$ cat src/rtl/jtag_tap_sync_if.sv
// Pad-side and debug-chain signals of the JTAG TAP responder.
// slave modport is the TAP itself; master is the pad driver / debug unit side.
interface jtag_tap_sync_if;
    logic tck_pad_i;
    logic tms_pad_i;
    logic tdi_pad_i;
    logic tdo_pad_o;
    logic tdo_oe_o;
    logic debug_select_o;
    logic capture_dr_o;
    logic shift_dr_o;
    logic update_dr_o;
    logic debug_tdi_o;
    logic debug_tdo_i;

    modport slave (
        input  tck_pad_i,
        input  tms_pad_i,
        input  tdi_pad_i,
        input  debug_tdo_i,
        output tdo_pad_o,
        output tdo_oe_o,
        output debug_select_o,
        output capture_dr_o,
        output shift_dr_o,
        output update_dr_o,
        output debug_tdi_o
    );

    modport master (
        output tck_pad_i,
        output tms_pad_i,
        output tdi_pad_i,
        output debug_tdo_i,
        input  tdo_pad_o,
        input  tdo_oe_o,
        input  debug_select_o,
        input  capture_dr_o,
        input  shift_dr_o,
        input  update_dr_o,
        input  debug_tdi_o
    );
endinterface

$ cat src/rtl/jtag_tap_sync.sv
// IEEE 1149.1 TAP oversampled in wb_clk_i: IR, IDCODE, BYPASS, DEBUG chain (USERCODE DR with JTAG_TAP_USERCODE_EN).
// Latency: tdi reaches a register 3 wb_clk after tck rise; tdo registered 3 wb_clk after tck fall.
// Backpressure: none; tck high and low phases must each span at least 3 wb_clk cycles.
module jtag_tap_sync #(
    parameter int          IR_WIDTH       = 4,
    parameter logic [31:0] IDCODE_VALUE   = 32'h14951185
`ifdef JTAG_TAP_USERCODE_EN
    ,
    parameter logic [31:0] USERCODE_VALUE = 32'h0
`endif
) (
    input  logic             wb_clk_i,
    input  logic             wb_rst_i,
    jtag_tap_sync_if.slave   jtag
);

    typedef enum logic [3:0] {
        TLR, RTI,
        SEL_DR, CAP_DR, SHIFT_DR, EXIT1_DR, PAUSE_DR, EXIT2_DR, UPD_DR,
        SEL_IR, CAP_IR, SHIFT_IR, EXIT1_IR, PAUSE_IR, EXIT2_IR, UPD_IR
    } tap_state_t;

    typedef enum logic [1:0] {
        DR_BYPASS, DR_IDCODE, DR_DEBUG, DR_USER
    } dr_sel_t;

    logic tck_s1, tck_s2, tck_s3;
    logic tms_s1, tms_s2;
    logic tdi_s1, tdi_s2;
    logic tck_rise, tck_fall;

    tap_state_t state, state_nxt;

    logic [IR_WIDTH-1:0] ir;
    logic [IR_WIDTH-1:0] shift_ir;
    logic [31:0]         idcode_sr;
    logic                bypass_sr;
`ifdef JTAG_TAP_USERCODE_EN
    logic [31:0]         usercode_sr;
`endif

    dr_sel_t dr_sel;
    logic    dr_tdo;
    logic    dbg_sel;

    logic tdo_q, tdo_oe_q;
    logic capture_q, shift_q, update_q;
    logic debug_tdi_q;

    always_ff @(posedge wb_clk_i or posedge wb_rst_i) begin
        if (wb_rst_i) begin
            tck_s1 <= 1'b0;
            tck_s2 <= 1'b0;
            tck_s3 <= 1'b0;
            tms_s1 <= 1'b0;
            tms_s2 <= 1'b0;
            tdi_s1 <= 1'b0;
            tdi_s2 <= 1'b0;
        end else begin
            tck_s1 <= jtag.tck_pad_i;
            tck_s2 <= tck_s1;
            tck_s3 <= tck_s2;
            tms_s1 <= jtag.tms_pad_i;
            tms_s2 <= tms_s1;
            tdi_s1 <= jtag.tdi_pad_i;
            tdi_s2 <= tdi_s1;
        end
    end

    assign tck_rise = tck_s2 & ~tck_s3;
    assign tck_fall = ~tck_s2 & tck_s3;

    always_ff @(posedge wb_clk_i or posedge wb_rst_i) begin
        if (wb_rst_i) state <= TLR;
        else          state <= state_nxt;
    end

    always_comb begin
        state_nxt = state;
        if (tck_rise) begin
            case (state)
                TLR:      state_nxt = tms_s2 ? TLR      : RTI;
                RTI:      state_nxt = tms_s2 ? SEL_DR   : RTI;
                SEL_DR:   state_nxt = tms_s2 ? SEL_IR   : CAP_DR;
                CAP_DR:   state_nxt = tms_s2 ? EXIT1_DR : SHIFT_DR;
                SHIFT_DR: state_nxt = tms_s2 ? EXIT1_DR : SHIFT_DR;
                EXIT1_DR: state_nxt = tms_s2 ? UPD_DR   : PAUSE_DR;
                PAUSE_DR: state_nxt = tms_s2 ? EXIT2_DR : PAUSE_DR;
                EXIT2_DR: state_nxt = tms_s2 ? UPD_DR   : SHIFT_DR;
                UPD_DR:   state_nxt = tms_s2 ? SEL_DR   : RTI;
                SEL_IR:   state_nxt = tms_s2 ? TLR      : CAP_IR;
                CAP_IR:   state_nxt = tms_s2 ? EXIT1_IR : SHIFT_IR;
                SHIFT_IR: state_nxt = tms_s2 ? EXIT1_IR : SHIFT_IR;
                EXIT1_IR: state_nxt = tms_s2 ? UPD_IR   : PAUSE_IR;
                PAUSE_IR: state_nxt = tms_s2 ? EXIT2_IR : PAUSE_IR;
                EXIT2_IR: state_nxt = tms_s2 ? UPD_IR   : SHIFT_IR;
                UPD_IR:   state_nxt = tms_s2 ? SEL_DR   : RTI;
                default:  state_nxt = TLR;
            endcase
        end
    end

    // Unlisted instruction codes fall through to BYPASS.
    always_comb begin
        dr_sel = DR_BYPASS;
        if (ir == IR_WIDTH'(4'h1))
            dr_sel = DR_IDCODE;
        else if (ir == IR_WIDTH'(4'h8))
            dr_sel = DR_DEBUG;
`ifdef JTAG_TAP_USERCODE_EN
        else if (ir == IR_WIDTH'(4'h7))
            dr_sel = DR_USER;
`endif
    end

    assign dbg_sel = (dr_sel == DR_DEBUG);

    always_comb begin
        dr_tdo = bypass_sr;
        case (dr_sel)
            DR_IDCODE: dr_tdo = idcode_sr[0];
            DR_DEBUG:  dr_tdo = jtag.debug_tdo_i;
`ifdef JTAG_TAP_USERCODE_EN
            DR_USER:   dr_tdo = usercode_sr[0];
`endif
            default:   dr_tdo = bypass_sr;
        endcase
    end

    always_ff @(posedge wb_clk_i or posedge wb_rst_i) begin
        if (wb_rst_i) begin
            ir          <= IR_WIDTH'(1);
            shift_ir    <= '0;
            idcode_sr   <= '0;
            bypass_sr   <= 1'b0;
`ifdef JTAG_TAP_USERCODE_EN
            usercode_sr <= '0;
`endif
        end else if (tck_rise) begin
            case (state)
                CAP_IR:   shift_ir <= IR_WIDTH'(1);
                SHIFT_IR: shift_ir <= {tdi_s2, shift_ir[IR_WIDTH-1:1]};
                UPD_IR:   ir       <= shift_ir;
                CAP_DR: begin
                    case (dr_sel)
                        DR_IDCODE: idcode_sr   <= IDCODE_VALUE;
                        DR_BYPASS: bypass_sr   <= 1'b0;
`ifdef JTAG_TAP_USERCODE_EN
                        DR_USER:   usercode_sr <= USERCODE_VALUE;
`endif
                        default: ;
                    endcase
                end
                SHIFT_DR: begin
                    case (dr_sel)
                        DR_IDCODE: idcode_sr   <= {tdi_s2, idcode_sr[31:1]};
                        DR_BYPASS: bypass_sr   <= tdi_s2;
`ifdef JTAG_TAP_USERCODE_EN
                        DR_USER:   usercode_sr <= {tdi_s2, usercode_sr[31:1]};
`endif
                        default: ;
                    endcase
                end
                default: ;
            endcase
            if (state_nxt == TLR)
                ir <= IR_WIDTH'(1);
        end
    end

    // Strobes are single-cycle and mutually exclusive because state holds one value per tck_rise.
    always_ff @(posedge wb_clk_i or posedge wb_rst_i) begin
        if (wb_rst_i) begin
            capture_q   <= 1'b0;
            shift_q     <= 1'b0;
            update_q    <= 1'b0;
            debug_tdi_q <= 1'b0;
        end else begin
            capture_q <= tck_rise && dbg_sel && (state == CAP_DR);
            shift_q   <= tck_rise && dbg_sel && (state == SHIFT_DR);
            update_q  <= tck_rise && dbg_sel && (state == UPD_DR);
            if (tck_rise && state == SHIFT_DR)
                debug_tdi_q <= tdi_s2;
        end
    end

    always_ff @(posedge wb_clk_i or posedge wb_rst_i) begin
        if (wb_rst_i) begin
            tdo_q    <= 1'b0;
            tdo_oe_q <= 1'b0;
        end else if (tck_fall) begin
            case (state)
                SHIFT_IR: begin
                    tdo_q    <= shift_ir[0];
                    tdo_oe_q <= 1'b1;
                end
                SHIFT_DR: begin
                    tdo_q    <= dr_tdo;
                    tdo_oe_q <= 1'b1;
                end
                default:  tdo_oe_q <= 1'b0;
            endcase
        end
    end

    assign jtag.tdo_pad_o      = tdo_q;
    assign jtag.tdo_oe_o       = tdo_oe_q;
    assign jtag.debug_select_o = dbg_sel;
    assign jtag.capture_dr_o   = capture_q;
    assign jtag.shift_dr_o     = shift_q;
    assign jtag.update_dr_o    = update_q;
    assign jtag.debug_tdi_o    = debug_tdi_q;

endmodule
$ cat src/flat_wrapper.sv
// flat-port wrapper written by rule: the top's interface ports become plain ports
module jtag_tap_sync_flat 
#(
    parameter int          IR_WIDTH       = 4,
    parameter logic [31:0] IDCODE_VALUE   = 32'h14951185

)
  (wb_clk_i, wb_rst_i, jtag_tck_pad_i, jtag_tms_pad_i, jtag_tdi_pad_i, jtag_debug_tdo_i, jtag_tdo_pad_o, jtag_tdo_oe_o, jtag_debug_select_o, jtag_capture_dr_o, jtag_shift_dr_o, jtag_update_dr_o, jtag_debug_tdi_o);
  jtag_tap_sync_if jtag_i ();
  input  logic wb_clk_i;
  input  logic wb_rst_i;
  input wire logic [$bits(jtag_i.tck_pad_i)-1:0] jtag_tck_pad_i;
  input wire logic [$bits(jtag_i.tms_pad_i)-1:0] jtag_tms_pad_i;
  input wire logic [$bits(jtag_i.tdi_pad_i)-1:0] jtag_tdi_pad_i;
  input wire logic [$bits(jtag_i.debug_tdo_i)-1:0] jtag_debug_tdo_i;
  output wire logic [$bits(jtag_i.tdo_pad_o)-1:0] jtag_tdo_pad_o;
  output wire logic [$bits(jtag_i.tdo_oe_o)-1:0] jtag_tdo_oe_o;
  output wire logic [$bits(jtag_i.debug_select_o)-1:0] jtag_debug_select_o;
  output wire logic [$bits(jtag_i.capture_dr_o)-1:0] jtag_capture_dr_o;
  output wire logic [$bits(jtag_i.shift_dr_o)-1:0] jtag_shift_dr_o;
  output wire logic [$bits(jtag_i.update_dr_o)-1:0] jtag_update_dr_o;
  output wire logic [$bits(jtag_i.debug_tdi_o)-1:0] jtag_debug_tdi_o;
  assign jtag_i.tck_pad_i = jtag_tck_pad_i;
  assign jtag_i.tms_pad_i = jtag_tms_pad_i;
  assign jtag_i.tdi_pad_i = jtag_tdi_pad_i;
  assign jtag_i.debug_tdo_i = jtag_debug_tdo_i;
  assign jtag_tdo_pad_o = jtag_i.tdo_pad_o;
  assign jtag_tdo_oe_o = jtag_i.tdo_oe_o;
  assign jtag_debug_select_o = jtag_i.debug_select_o;
  assign jtag_capture_dr_o = jtag_i.capture_dr_o;
  assign jtag_shift_dr_o = jtag_i.shift_dr_o;
  assign jtag_update_dr_o = jtag_i.update_dr_o;
  assign jtag_debug_tdi_o = jtag_i.debug_tdi_o;
  jtag_tap_sync #(.IR_WIDTH(IR_WIDTH), .IDCODE_VALUE(IDCODE_VALUE)) u_core (.wb_clk_i(wb_clk_i), .wb_rst_i(wb_rst_i), .jtag(jtag_i));
endmodule
$ cat config.mk
export PLATFORM = sky130hd
export DESIGN_NAME = jtag_tap_sync_flat
export DESIGN_NICKNAME = d
export VERILOG_FILES = /design/src/rtl/jtag_tap_sync_if.sv /design/src/rtl/jtag_tap_sync.sv /design/src/flat_wrapper.sv
export SDC_FILE = /design/constraint.sdc
export NUM_CORES = 1
export LEC_CHECK = 0
export ABC_AREA = 1
export BUFFER_PORTS_ARGS = -buffer_cell sky130_fd_sc_hd__buf_2
export CAP_MARGIN = 20
export CORE_MARGIN = 2
export CORE_UTILIZATION = 36
export CTS_CLUSTER_DIAMETER = 80
export DETAILED_ROUTE_END_ITERATION = 6
export PLACE_DENSITY = 0.56
export SLEW_MARGIN = 5
export SYNTH_ARGS = -nofsm -noshare
export SYNTH_HDL_FRONTEND = slang
export SYNTH_SLANG_ARGS = --single-unit
$ cat constraint.sdc
create_clock -name wb_clk_i -period 4.1 [get_ports wb_clk_i]
set_clock_uncertainty 0.15 [all_clocks]
set_input_delay 0.82 -clock wb_clk_i [delete_from_list [all_inputs] [get_ports wb_clk_i]]
set_output_delay 0.82 -clock wb_clk_i [all_outputs]
set_load 0.02 [all_outputs]
======== Word-level counts from Yosys, hierarchy flattened ========
Index checks and enable logic that the tools add are counted.
storage, ports and cells
  memory bits (read-only) ................. 0
  memory bits (writable) .................. 0
  output and inout port bits .............. 7
  bits in latches ......................... 0
  flip-flop bits (word level) ............. 58
  memories ................................ 0
cells by class
  multipliers ............................. 0
  $lt $le $gt $ge ......................... 0
  shifts and indexed selects .............. 0
  div/mod/pow operators ................... 0
  add/subtract/negate cells ............... 0
  equality and inequality tests ........... 23
  reduce and logical (&&, ||, !) cells .... 21
  bitwise operators ....................... 4
  mux-type cells .......................... 28
operators with widths
  operator              count
  $mux W32              2
  $pmux W32 S2          1
  $pmux W4 S12          1
  $eq A4 B4 Y1 const B  9
  $mux W4               7
  $eq A4 B3 Y1 const B  4
  $mux W2               5
  $eq A4 B1 Y1 const B  2
  $eq A4 B2 Y1 const B  2
  $logic_not A4 Y1      2
  $ne A2 B2 Y1 const B  4
  $pmux W4 S2           1
  $reduce_and A4 Y1     2
  $reduce_bool A2 Y1    4
  $mux W1               6
  $mux W3               2
  $pmux W1 S2           3
  $reduce_and A2 Y1     3
  $reduce_or A2 Y1      3
  $logic_and A1 B1 Y1   5
  $reduce_or A3 Y1      1
  $and A1 B1 Y1         2
  $eq A2 B1 Y1 const B  1
  $eq A2 B2 Y1 const B  1
  other kinds (2)       3

======== Longest topological paths before layout ========
Gate-level depths: netlist of run 1.
  depth after elaboration ................. 7
  mapped depth ............................ 15
  mapped depth without buffers ............ 14

======== Worst setup path after synthesis of run 1 ========
No wires, ideal clock.
  path kind ............................... reg-to-output
  start ................................... reg u_core.ir[1]
  end ..................................... out jtag_debug_select_o
  path buffers ............................ 0
  slack ................................... 1.762 ns
  stages on the path, launching flop included .. 2
  arrival ................................. 1.368 ns
  cell sequence ........................... dfrtp_1 -> nor4_1
between the ends
  cells in the longest elaborated chain, start to end .. 4
ends and longest elaborated chain
  item                    RTL line              text
  start, declared         jtag_tap_sync.sv:34   logic [IR_WIDTH-1:0] ir;
  start signal, assigned  jtag_tap_sync.sv:143  UPD_IR: ir <= shift_ir;
  $eq A4 B4 Y1            jtag_tap_sync.sv:108  else if (ir == IR_WIDTH'(4'h8))
  $mux W2                 jtag_tap_sync.sv:108
  $mux W2 (*)             jtag_tap_sync.sv:106  if (ir == IR_WIDTH'(4'h1))
  $eq A2 B2 Y1 (*)        jtag_tap_sync.sv:116  assign dbg_sel = (dr_sel == DR_DEBUG);
  end, declared           flat_wrapper.sv:18    output wire logic [$bits(jtag_i.debug_select_o)-1:0] jtag_debug_select_o;
Mark *: on every way between the ends. The rest lies on a longest branch, timed or not.

======== Worst setup path in the final report of run 1 ========
Ends and elaborated chain as after synthesis.

==> results, run 1 <==
- 13 I/O pins were placed.
- The core region area is 7253 sq um.
- The mean cell area of the mapped netlist is 9.161 sq um.
- Buffers inserted during clock tree synthesis total 9.
- The synthesized net count is 301.
- The worst register-to-register path begins at u_core.ir[0]$_DFFE_PP1P_.
- In the post-synthesis netlist, the biggest area contributors are sky130_fd_sc_hd__dfrtp_1, sky130_fd_sc_hd__nand2_1, sky130_fd_sc_hd__nand3_1, sky130_fd_sc_hd__inv_1, sky130_fd_sc_hd__o21ai_0.
- The largest buffer count on any clock path is 2.
- The fraction of final layout cells with drive strength greater than 1 is 20.77%.
- For the pin with the worst max-slew slack, the measured transition is 1006 ps.
- For hold timing, the worst endpoint is u_core.tdi_s2$_DFF_PP0_.
- The number of buffers inserted by port buffering is 12.
- The residual DRC count is 0.
- The largest fanout on the critical path is 5.
- Per report_power, the combinational group accounts for 28.2% of the total.
- The required time of the critical path is 3130 ps.
- The maximum clock frequency is 365.0 MHz.
- The floorplan has 31 rows.
- The startpoint of the lowest-slack hold path is u_core.tdi_s1$_DFF_PP0_.
- Once the floorplan was initialized, standard cells occupied 37.26% of the core.
- In this run, flip-flops and latches consume 43.1% of the power.
- Setup repair after global routing left no endpoint under its margin.
- The worst register-to-register path has a depth of 5.
- The data arrival time of the critical path is 1770 ps.
- The number of levels the H-tree was split into is 3.
- The number of flip-flops and latches in the synthesized netlist is 58.
- The worst hold path passes through 0 cells.
- The relative slew slack is 32.93%.
- 0 antenna diodes ended up in the layout.
- The number of enable-type register cells in the synthesized netlist is 0.
- The relative contribution of the clock network to total power is 28.7%.
- The flow ran to the end, and the final reports show no timing, DRC or antenna violations.
- The number of max-cap violations is 0.
- The final sum of negative setup slack is 0 ps.
- TritonCTS built the clock tree.
- The aggregate global-route resource usage is 12.98%.
- The path class of the tightest hold or removal check is reg -> reg.
- The Yosys warning count is 0.
- Among all cell types in the netlist, the one instantiated most often is sky130_fd_sc_hd__dfrtp_1.
- The number of setup violations in the final report is 0.
- The number of vias per cell after detailed routing is 4.568.
- The analysis attributes to cell leakage a power of 1.430 nW.
- In the final design database the tool counted 315 nets.
- The endpoint identified for the worst register-to-register timing path is u_core.idcode_sr[26]$_DFFE_PP0P_.
- The critical path in this run is classified as reg -> out.
- The initial antenna violation count was 0.
- After synthesis, the share of flip-flops with an asynchronous set or reset is 100.0%.
- The final critical delay including setup and external delays is 2740 ps.
- The total standard cell area after synthesis is 2703 sq um.
- For this design the ratio of total power to cell area is 610.0 nW/um^2.
- The net switching power is 0.0006396 W.
- Across all hold checks on the routed design, the worst slack comes to 198.1 ps.
- The internal power consumption is 0.001203 W.
- The number of cells upsized or downsized after cts is 0.
- The average wire per cell in the routed design is 11.55 um.
- The remaining antenna violation count after routing is 0.
- The via count of the first global-routing pass is 1849.
- The share of the Yosys chip area taken by registers is 53.75%.
- At the end of routability-driven placement, the weighted congestion stood at 0.8390.
- The max-slew violation count is 0.
- The synthesized design spends more area on one cell type than any other, namely sky130_fd_sc_hd__dfrtp_1.
- The maximum number of pins on one net before global-route repair is 65.
- At the later pin of the worst-skew pair, clock insertion delay measures 320 ps.
- The area growth from synthesis to layout is 11.76%.
- Sorting the synthesized cells by how often they occur yields sky130_fd_sc_hd__dfrtp_1, sky130_fd_sc_hd__nand2_1, sky130_fd_sc_hd__inv_1, sky130_fd_sc_hd__nand3_1, sky130_fd_sc_hd__o21ai_0.
- For flop-to-flop paths, the worst setup slack is 1590 ps.
- The number of detailed-route iterations in the first pass is 4.
- The full die area is 8217 sq um.
- STA classifies the critical path startpoint as a register.
- In this run, distinct cell masters in the synthesized netlist total 28.
- The master cell of the clock root buffer is sky130_fd_sc_hd__clkbuf_8.
- The routed layout has 1882 vias.
- STA classifies the critical path endpoint as an output pin.
- The global-route congestion overflow total is 0.
- The sum of net half-perimeters after detailed placement is 3.250 mm.
- Clock-pin slew was measured on the worst setup and hold paths at 60 ps.
- The final-report hold violation count is 0.
- For this run, the leading register cell type out of synthesis is sky130_fd_sc_hd__dfrtp_1.
- The tree built by TritonCTS fans out to 58 sinks.
- The first global-routing pass estimated 8.493 mm of wire.
- In this run the post-CTS setup repair buffer count came out at 0.
- The chip height is 90.65 um.
- In this run, the number of DRC markers left after iteration 0 of detailed routing was 128.
- The switching share of power is 34.71%.
- The synthesized design devotes to its leading area cell type 52.78% of total area.
- The horizontal die dimension is 90.65 um.
- The worst-case IR drop observed on VDD is 0.2084 mV.
- The number of hold-repair buffers added at the cts stage is 0.
- The final wirelength is 4.758 mm.
- Dividing the final minimum period by the clock period gives 66.83%.
- The gate count after technology mapping is 295.
==> layer usage <==
layer	vias to the layer above	routed length [um]	global-route usage (%)
li1	979	-	-
met5	-	0	0
met2	23	2030	19.15
met3	7	195	4.674
met1	873	2451	17.45
met4	0	80	5.000
==> final cells by class <==
class                   instances  area, sq um
clock buffers                  13        168.9
clock inverters                 2        35.03
fillers                       737         4233
inverters                      43        161.4
multi-input cells             182        996.0
flip-flops and latches         58         1453
well taps                      99        123.9
repair buffers                 15        82.58
==> flip-flops by register name, summed over array words and instances (netlist names) <==
register	count
u_core.tck_s3	1
u_core.tms_s1	1
u_core.jtag.tdo_oe_o	1
u_core.tdi_s1	1
u_core.ir	4
u_core.jtag.capture_dr_o	1
u_core.tck_s1	1
u_core.jtag.tdo_pad_o	1
u_core.idcode_sr	32
u_core.jtag.debug_tdi_o	1
u_core.tms_s2	1
u_core.tdi_s2	1
u_core.shift_ir	4
u_core.state	4
u_core.jtag.shift_dr_o	1
u_core.bypass_sr	1
u_core.tck_s2	1
u_core.jtag.update_dr_o	1
==> logic make-up (layout without fill, tap and decap cells) <==
family                 after synthesis  count (layout)  share of synthesized area [%]
buffers and inverters               55              73                          9.444
and+or+nand+nor                    133             133                          26.39
AOI/OAI and AO/OA                   49              49                          10.42
DFF                                 58              58                          53.75
==> critical path, cell delays in order (launching register included) <==
cell and delay, ps:
sky130_fd_sc_hd__dfrtp_1 400, sky130_fd_sc_hd__nor4_1 750, sky130_fd_sc_hd__buf_2 300
==> power groups by stage <==
stage / Sequential, W / Clock [W] / Combinational, W
2_1_floorplan: 0.000782 / 0 / 0.000435
3_3_place_gp: 0.000802 / 0 / 0.000523
4_1_cts: 0.000794 / 0.000552 / 0.000526
6_report: 0.000795 / 0.000529 / 0.000519
3_5_place_dp: 0.000803 / 0 / 0.000525
5_1_grt: 0.000810 / 0.000574 / 0.000586
==> cells in the final DEF, fill, tap and decap left out <==
cell / n
sky130_fd_sc_hd__clkinv_2: 1
sky130_fd_sc_hd__o21ai_1: 7
sky130_fd_sc_hd__a21oi_1: 5
sky130_fd_sc_hd__bufinv_16: 1
sky130_fd_sc_hd__clkbuf_1: 1
sky130_fd_sc_hd__inv_1: 37
sky130_fd_sc_hd__nand3_4: 1
sky130_fd_sc_hd__nand2_1: 48
sky130_fd_sc_hd__nor2_2: 4
sky130_fd_sc_hd__o211ai_1: 1
sky130_fd_sc_hd__o21bai_1: 1
sky130_fd_sc_hd__clkbuf_8: 12
sky130_fd_sc_hd__nand3_2: 7
sky130_fd_sc_hd__nand4_1: 5
sky130_fd_sc_hd__dfstp_2: 1
sky130_fd_sc_hd__o21a_1: 11
sky130_fd_sc_hd__nor2_1: 15
sky130_fd_sc_hd__nand2_4: 6
sky130_fd_sc_hd__buf_2: 12
sky130_fd_sc_hd__nand2_2: 6
sky130_fd_sc_hd__nand3_1: 35
sky130_fd_sc_hd__inv_2: 6
sky130_fd_sc_hd__nor4_1: 2
sky130_fd_sc_hd__a21oi_2: 1
sky130_fd_sc_hd__and3_2: 1
sky130_fd_sc_hd__buf_4: 3
sky130_fd_sc_hd__dfrtp_1: 57
sky130_fd_sc_hd__o21ai_0: 23
sky130_fd_sc_hd__nor2_4: 3
==> metrics by stage <==
stage | std cells | util [%] | setup slack (ps) | power, W | area, sq um
floorplan | 295 | - | 1704 | 0.001216 | 2703
global placement | 397 | 38.83 | 1644 | 0.001325 | 2816
detailed placement | 397 | 38.83 | 1586 | 0.001328 | 2816
CTS | 412 | 41.64 | 1359 | 0.001873 | 3020
global route | 412 | 41.64 | 1164 | 0.001970 | 3020
finish | 412 | 41.64 | 1360 | 0.001843 | 3020
==> worst max-delay path by stage <==
stage / startpoint / endpoint / slack (ps) / depth (start not counted)
global placement: u_core.ir[1]$_DFFE_PP0P_ / jtag_debug_select_o / 1640 / 2
floorplan: wb_rst_i / u_core.bypass_sr$_DFFE_PP0P_ / 1700 / 1
detailed placement: u_core.ir[0]$_DFFE_PP1P_ / u_core.idcode_sr[26]$_DFFE_PP0P_ / 1590 / 5
global route: u_core.ir[1]$_DFFE_PP0P_ / jtag_debug_select_o / 1160 / 2
finish: u_core.ir[1]$_DFFE_PP0P_ / jtag_debug_select_o / 1360 / 2
CTS: u_core.ir[1]$_DFFE_PP0P_ / jtag_debug_select_o / 1360 / 2
No activity file was read; power rests on OpenSTA's default activity.
==> run 2, diff against run 1 <==
clock period = 2.55 ns   (was 4.1 ns; I/O delays follow)
==> results, run 2 (synthesized netlist as in run 1, its figures left out) <==
- The final critical delay including setup and external delays is 2198 ps.
- The total power divided by cell area is 957.3 nW/um^2 (+57%).
- The post-layout net count is 318 (+0.95%).
- The number of hold-repair buffers added at the cts stage is 0 (unchanged).
- The met1 demand-to-capacity share in global routing was 19.55% (+2.1 points).
- The horizontal die dimension is 90.65 um (unchanged).
- The count of vias placed by the detailed router is 1906 (+1.3%).
- Setup repair after global routing left no endpoint under its margin.
- The number of max-cap violations was 0 (unchanged).
- The share of the cycle needed by the critical path after routing is 86.18%.
- The average wire per cell in the routed design is 11.68 um (+1.1%).
- STA classifies the critical path startpoint as a register.
- The post-CTS repair timing setup buffer count is 0 (unchanged).
- The number of cells upsized or downsized after cts came to 0 (unchanged).
- The peak supply drop is 0.3245 mV (+56%).
- The number of CTS-inserted buffers is 9 (unchanged).
- Based on the critical path, the design can be clocked at up to 455.1 MHz.
- The initial antenna violation count is 0 (unchanged).
- The fraction of final layout cells with drive strength greater than 1 is 22.08% (+1.3 points).
- The number of vias per cell after detailed routing is 4.582 (+0.30%).
- The transition time at the pin with the least slew margin was 519.9 ps (-486.2 ps).
- The number of flip-flops in the largest register is 32 (unchanged).
- The largest incremental delay on the critical path was 550 ps (-200 ps).
- The largest fanout on the critical path is 22 (+17).
- The master cell of the clock root buffer is sky130_fd_sc_hd__clkbuf_8.
- The global-route track usage on met3 is 3.506% (-1.2 points).
- The number of detailed-route iterations in the first pass is 4 (unchanged).
- The chip height is 90.65 um (unchanged).
- The utilization after layout was 42.49% (+0.85 points).
- The clock-pin slew reported for the worst setup and hold paths after clock tree synthesis is 70 ps (about the same).
- The sum of net half-perimeters after detailed placement is 3.335 mm (+2.6%).
- The area of the multi-input gates is 996.0 sq um (unchanged).
- The number of setup violations in the final report is 0 (unchanged).
- The core region area is 7253 sq um (unchanged).
- The data arrival time of the critical path is 2260 ps (+490 ps).
- The flow ran to the end, and the final reports show no timing, DRC or antenna violations.
- The I/O pin total is 13 (unchanged).
- The kind of end point of the critical path is a register.
- The routability-driven placement congestion ratio was 0.8991 (+7.2%).
- The met2 layer usage reported by global route is 18.47% (-0.68 points).
- The area used by sequential logic in the layout was 1453 sq um (unchanged).
- The residual DRC count came to 0 (unchanged).
- The final wirelength is 4.859 mm (+2.1%).
- The remaining antenna violation count after routing is 0 (unchanged).
- The top cell types in the final layout, fill and taps aside, are sky130_fd_sc_hd__dfrtp_1, sky130_fd_sc_hd__nand2_1, sky130_fd_sc_hd__inv_1.
- The max-slew violation count is 0 (unchanged).
- The aggregate global-route resource usage is 13.51% (+0.52 points).
- The number of buffer and inverter instances along the worst setup path is 2 (+1).
- After global routing, the most crowded layer is met1.
- The fill cell instance count of the final layout is 704 (-4.5%).
- The maximum number of pins on one net before global-route repair is 37 (-43%).
- TritonCTS built the clock tree.
- Among all stages on the critical path, the largest delay is contributed by sky130_fd_sc_hd__and3_2.
- The effective utilization at floorplan is 37.26% (unchanged).
- The full die area is 8217 sq um (unchanged).
- The number of standard-cell rows in the floorplan was 31 (unchanged).
- The largest buffer count on any clock path is 2 (unchanged).
- The clock net sink count is 58 (unchanged).
- From synthesis to final layout, the design area changed by 14.03%.
- The leakage power total is 1.449 nW (+1.3%).
- More flip-flops sit in one register than any other, and that register is u_core.idcode_sr.
- The via count of the first global-routing pass was 1827 (-1.2%).
- The gate family responsible for the most delay along the worst path is simple AND/OR/NAND/NOR gates.
- The number of inserted diodes came to 0 (unchanged).
- The global-route congestion overflow total is 0 (unchanged).
- The number of buffers inserted by port buffering is 12 (unchanged).
- The final-report hold violation count came to 0 (unchanged).
- The clock latency at the later pin of the worst-skew pair is 340 ps (+20 ps).
- The number of levels the H-tree was split into came to 3 (unchanged).
- The relative slew slack is 65.29% (+32 points).
- The global-route wire length before repair came to 8.769 mm (+3.2%).
- Traced cell by cell, the critical path runs through inv_1 -> nor4_1 -> and3_2 -> buf_12 -> nand3_1 -> o21a_1.
- The required time of the critical path came to 2620 ps (-510 ps).
- The library cell used most frequently in the layout, excluding fill and tap cells, is sky130_fd_sc_hd__dfrtp_1.
- The number of violations reported at the end of detailed-routing iteration 0 is 112 (-13%).
- The class of the most critical setup path is reg -> reg.
- The path class of the tightest hold or removal check is in -> async.
- The final sum of negative setup slack is 0 ps (unchanged).
run 2: cell types whose count changed in the layout (fill, tap and decap cells not counted), sizes merged:
cell      before  now
buf           15   18
clkinvlp       0    2
inv           43   44
clkbuf        13    9
clkinv         1    3
run 2: worst paths after layout:
path / depth (start not counted) / start / slack [ps] / endpoint
hold reg to reg: 0 / u_core.tms_s1$_DFF_PP0_ / 200 / u_core.tms_s2$_DFF_PP0_
setup / recovery: 6 / u_core.ir[0]$_DFFE_PP1P_ / 350 / u_core.idcode_sr[18]$_DFFE_PP0P_
max in group asynchronous: 3 / wb_rst_i / 1630 / u_core.bypass_sr$_DFFE_PP0P_
hold / removal: 2 / wb_rst_i / 60 / u_core.tck_s1$_DFF_PP0_
setup reg to reg: 6 / u_core.ir[0]$_DFFE_PP1P_ / 350 / u_core.idcode_sr[18]$_DFFE_PP0P_
min in group wb_clk_i: 1 / jtag_tck_pad_i / 130 / u_core.tck_s1$_DFF_PP0_
run 2: where the power goes:
group          leakage [nW]  internal [W]  switching (W)
clock network        0.0954      0.000448       0.000372
logic                 0.589      0.000318       0.000541
registers             0.765       0.00111       0.000162
run 2: metrics by stage:
stage	cells	worst slack [ps]	total power (W)	hold slack, ps	cell area [sq um]
floorplan	295	463.7	0.001956	181.2	2703
global placement	400	456.3	0.002146	182.8	2889
detailed placement	400	407.5	0.002148	185.5	2889
CTS	416	379.2	0.002989	61.21	3082
global route	416	209.9	0.003158	92.77	3082
finish	416	352.5	0.002950	58.09	3082
run 2: cell type report:
cell class                 instances  share of cell area (%)
sequential                        58                   47.14
multi-input combinational        182                   32.32
inverter                          43                   5.238
timing repair buffer              18                   5.035
clock buffer                       9                   4.019
tap                               99                   4.019
clock inverter                     7                   2.233
run 2: per-layer routing:
layer	wire (um)	part of all wire (%)
met1	2509	52
met2	2041	42
met3	196	4.0
met4	111	2.3
met5	0	0
==> run 3, diff against run 2 <==
BUFFER_PORTS_ARGS = -buffer_cell sky130_fd_sc_hd__clkbuf_2   (was -buffer_cell sky130_fd_sc_hd__buf_2)
==> results, run 3 (synthesized netlist as in run 1, its figures left out) <==
- The flow ran to the end, and the final reports show no timing, DRC or antenna violations.
- The number of inserted diodes is 0 (unchanged).
- The final critical delay including setup and external delays is 2146 ps (-51.62 ps).
- Setup repair after global routing left no endpoint under its margin.
- The aggregate global-route resource usage is 13.46% (-0.052 points).
- The final wirelength is 4.905 mm (+0.95%).
- The clock latency at the later pin of the worst-skew pair is 340 ps (about the same).
- The via count of the first global-routing pass is 1905 (+4.3%).
- The switching share of power is 36.50% (+0.057 points).
- The worst setup path is launched from a register.
- The global-route wire length before repair is 8.797 mm (+0.32%).
- TritonCTS built the clock tree.
- The clock net sink count is 58 (unchanged).
- The clock-pin slew reported for the worst setup and hold paths after clock tree synthesis is 70 ps (about the same).
- The global-route congestion overflow total was 0 (unchanged).
- The largest fanout on the critical path is 22 (unchanged).
- The number of vias per cell after detailed routing came to 4.731 (+3.3%).
- The area growth from synthesis to layout came to 13.98% (about the same).
- The combinational cell fraction of total power is 28.4% (-0.7 points).
- The routability-driven placement congestion ratio is 0.8729 (-2.9%).
- The I/O pin total is 13 (unchanged).
- Counting flops per register, the top entry is u_core.idcode_sr.
- The worst hold path belongs to the class in -> async.
- The chip height is 90.65 um (unchanged).
- The post-CTS repair timing setup buffer count came to 0 (unchanged).
- The number of standard-cell rows in the floorplan is 31 (unchanged).
- The leakage power total is 1.442 nW (-0.52%).
- The peak supply drop is 0.3879 mV (+20%).
- The transition time at the pin with the least slew margin was 481.0 ps (-38.82 ps).
- The relative slew slack is 67.88% (+2.6 points).
- The post-layout net count is 318 (unchanged).
- The number of hold-repair buffers added at the cts stage is 0 (unchanged).
- The largest incremental delay on the critical path is 550 ps (about the same).
- The residual DRC count is 0 (unchanged).
- In the layout the commonest cells are sky130_fd_sc_hd__dfrtp_1, sky130_fd_sc_hd__nand2_1, sky130_fd_sc_hd__inv_1.
- The net switching power is 0.001088 W (+1.2%).
- The cell count after placement is 400 (unchanged).
- The final cell count without fillers came to 416 (unchanged).
- The slowest cell on the critical path is sky130_fd_sc_hd__and3_2.
- The number of buffer and inverter instances along the worst setup path is 2 (unchanged).
- The number of levels the H-tree was split into is 3 (unchanged).
- The part of the total power dissipated in sequential elements is 42.7% (-0.4 points).
- The count of vias placed by the detailed router is 1968 (+3.3%).
- The final-report hold violation count is 0 (unchanged).
- The share of the cycle needed by the critical path after routing is 84.15% (-2.0 points).
- The maximum clock frequency is 466.0 MHz (+2.4%).
- The master cell of the clock root buffer is sky130_fd_sc_hd__clkbuf_8.
- The library cell used most frequently in the layout, excluding fill and tap cells, is sky130_fd_sc_hd__dfrtp_1.
- Traced cell by cell, the critical path runs through inv_1 -> nor4_1 -> and3_2 -> buf_12 -> nand3_1 -> o21a_1.
- The number of detailed-route iterations in the first pass is 4 (unchanged).
- The largest buffer count on any clock path is 2 (unchanged).
- The required time of the critical path was 2630 ps (about the same).
- The effective utilization at floorplan is 37.26% (unchanged).
- The initial antenna violation count came to 0 (unchanged).
- The number of buffers inserted by port buffering is 12 (unchanged).
- The power consumption was 0.002982 W (+1.1%).
- The core region area is 7253 sq um (unchanged).
- The horizontal die dimension is 90.65 um (unchanged).
- The sum of net half-perimeters after detailed placement is 3.354 mm (+0.56%).
- The fraction of final layout cells with drive strength greater than 1 was 22.08% (unchanged).
- The final sum of negative setup slack came to 0 ps (unchanged).
- The number of max-cap violations was 0 (unchanged).
- The number of flip-flops in the largest register came to 32 (unchanged).
- The average wire per cell in the routed design is 11.79 um (+0.95%).
- The full die area was 8217 sq um (unchanged).
- The internal power consumption is 0.001893 W (+0.98%).
- The kind of end point of the critical path is a register.
- On the critical path the largest part of the delay comes from simple AND/OR/NAND/NOR gates.
- The relative contribution of the clock network to total power is 28.9% (+1.1 points).
- The number of cells upsized or downsized after cts is 0 (unchanged).
- The maximum number of pins on one net before global-route repair is 38 (+2.7%).
- The smallest setup slack after layout is 404.1 ps (+51.62 ps).
- The class of the most critical setup path is reg -> reg.
- The number of CTS-inserted buffers was 9 (unchanged).
- The remaining antenna violation count after routing is 0 (unchanged).
- The pre-CTS setup slack is 416.0 ps (+8.474 ps).
- The data arrival time of the critical path is 2220 ps (-40 ps).
- The total power divided by cell area was 968.0 nW/um^2 (+1.1%).
- The number of setup violations in the final report is 0 (unchanged).
- The number of violations reported at the end of detailed-routing iteration 0 is 141 (+26%).
- The max-slew violation count was 0 (unchanged).
[run 3: cell types whose count changed in the layout (fill, tap and decap cells not counted)]
| cell | previous run | this run |
|---|---|---|
| sky130_fd_sc_hd__buf_12 | 4 | 3 |
| sky130_fd_sc_hd__buf_2 | 12 | 0 |
| sky130_fd_sc_hd__buf_4 | 2 | 3 |
| sky130_fd_sc_hd__clkbuf_2 | 0 | 12 |
| sky130_fd_sc_hd__clkbuf_8 | 9 | 10 |
| sky130_fd_sc_hd__clkinv_2 | 3 | 1 |
| sky130_fd_sc_hd__clkinv_4 | 0 | 1 |
| sky130_fd_sc_hd__clkinvlp_4 | 2 | 3 |
| sky130_fd_sc_hd__inv_6 | 1 | 0 |
[run 3: metrics by stage]
step	hold slack, ps	cell area (sq um)	utilization, %
final	18.17	3080	42.47
after global routing	61.17	3080	42.47
after CTS	29.62	3080	42.47
after detailed placement	185.5	2877	39.66
after global placement	184.2	2877	39.66
after floorplan	181.2	2703	-
[run 3: final timing paths]
| check | startpoint | to | slack, ps | cells after the start |
|---|---|---|---|---|
| max | u_core.ir[0]$_DFFE_PP1P_ | u_core.idcode_sr[18]$_DFFE_PP0P_ | 400 | 6 |
| min | wb_rst_i | u_core.tck_s1$_DFF_PP0_ | 20 | 2 |
| max reg2reg | u_core.ir[0]$_DFFE_PP1P_ | u_core.idcode_sr[18]$_DFFE_PP0P_ | 400 | 6 |
| min reg2reg | u_core.tdi_s1$_DFF_PP0_ | u_core.tdi_s2$_DFF_PP0_ | 200 | 0 |
| max in group asynchronous | wb_rst_i | u_core.shift_ir[0]$_DFFE_PP0P_ | 1670 | 3 |
| min in group wb_clk_i | jtag_tck_pad_i | u_core.tck_s1$_DFF_PP0_ | 130 | 1 |
[run 3: layout make-up]
| class | count | area [sq um] |
|---|---|---|
| repair buffers | 18 | 142.6 |
| clock buffers | 10 | 137.6 |
| flip-flops and latches | 58 | 1453 |
| inverters | 43 | 161.4 |
| well taps | 99 | 123.9 |
| fillers | 721 | 4173 |
| multi-input cells | 182 | 996.0 |
| clock inverters | 6 | 66.31 |
[run 3: power groups by stage]
stage	combinational (W)	sequential [W]	clock [W]
6_report	0.000847	0.00127	0.000862
5_1_grt	0.000952	0.00130	0.000929
4_1_cts	0.000851	0.00127	0.000887
3_5_place_dp	0.000848	0.00129	0
3_3_place_gp	0.000837	0.00129	0
2_1_floorplan	0.000699	0.00126	0
[run 3: routing by layer]
metal	global-route usage [%]	wire length [um]
met1	18.50	2539
met2	19.03	2074
met3	4.674	197
met4	6.154	94
met5	0	0
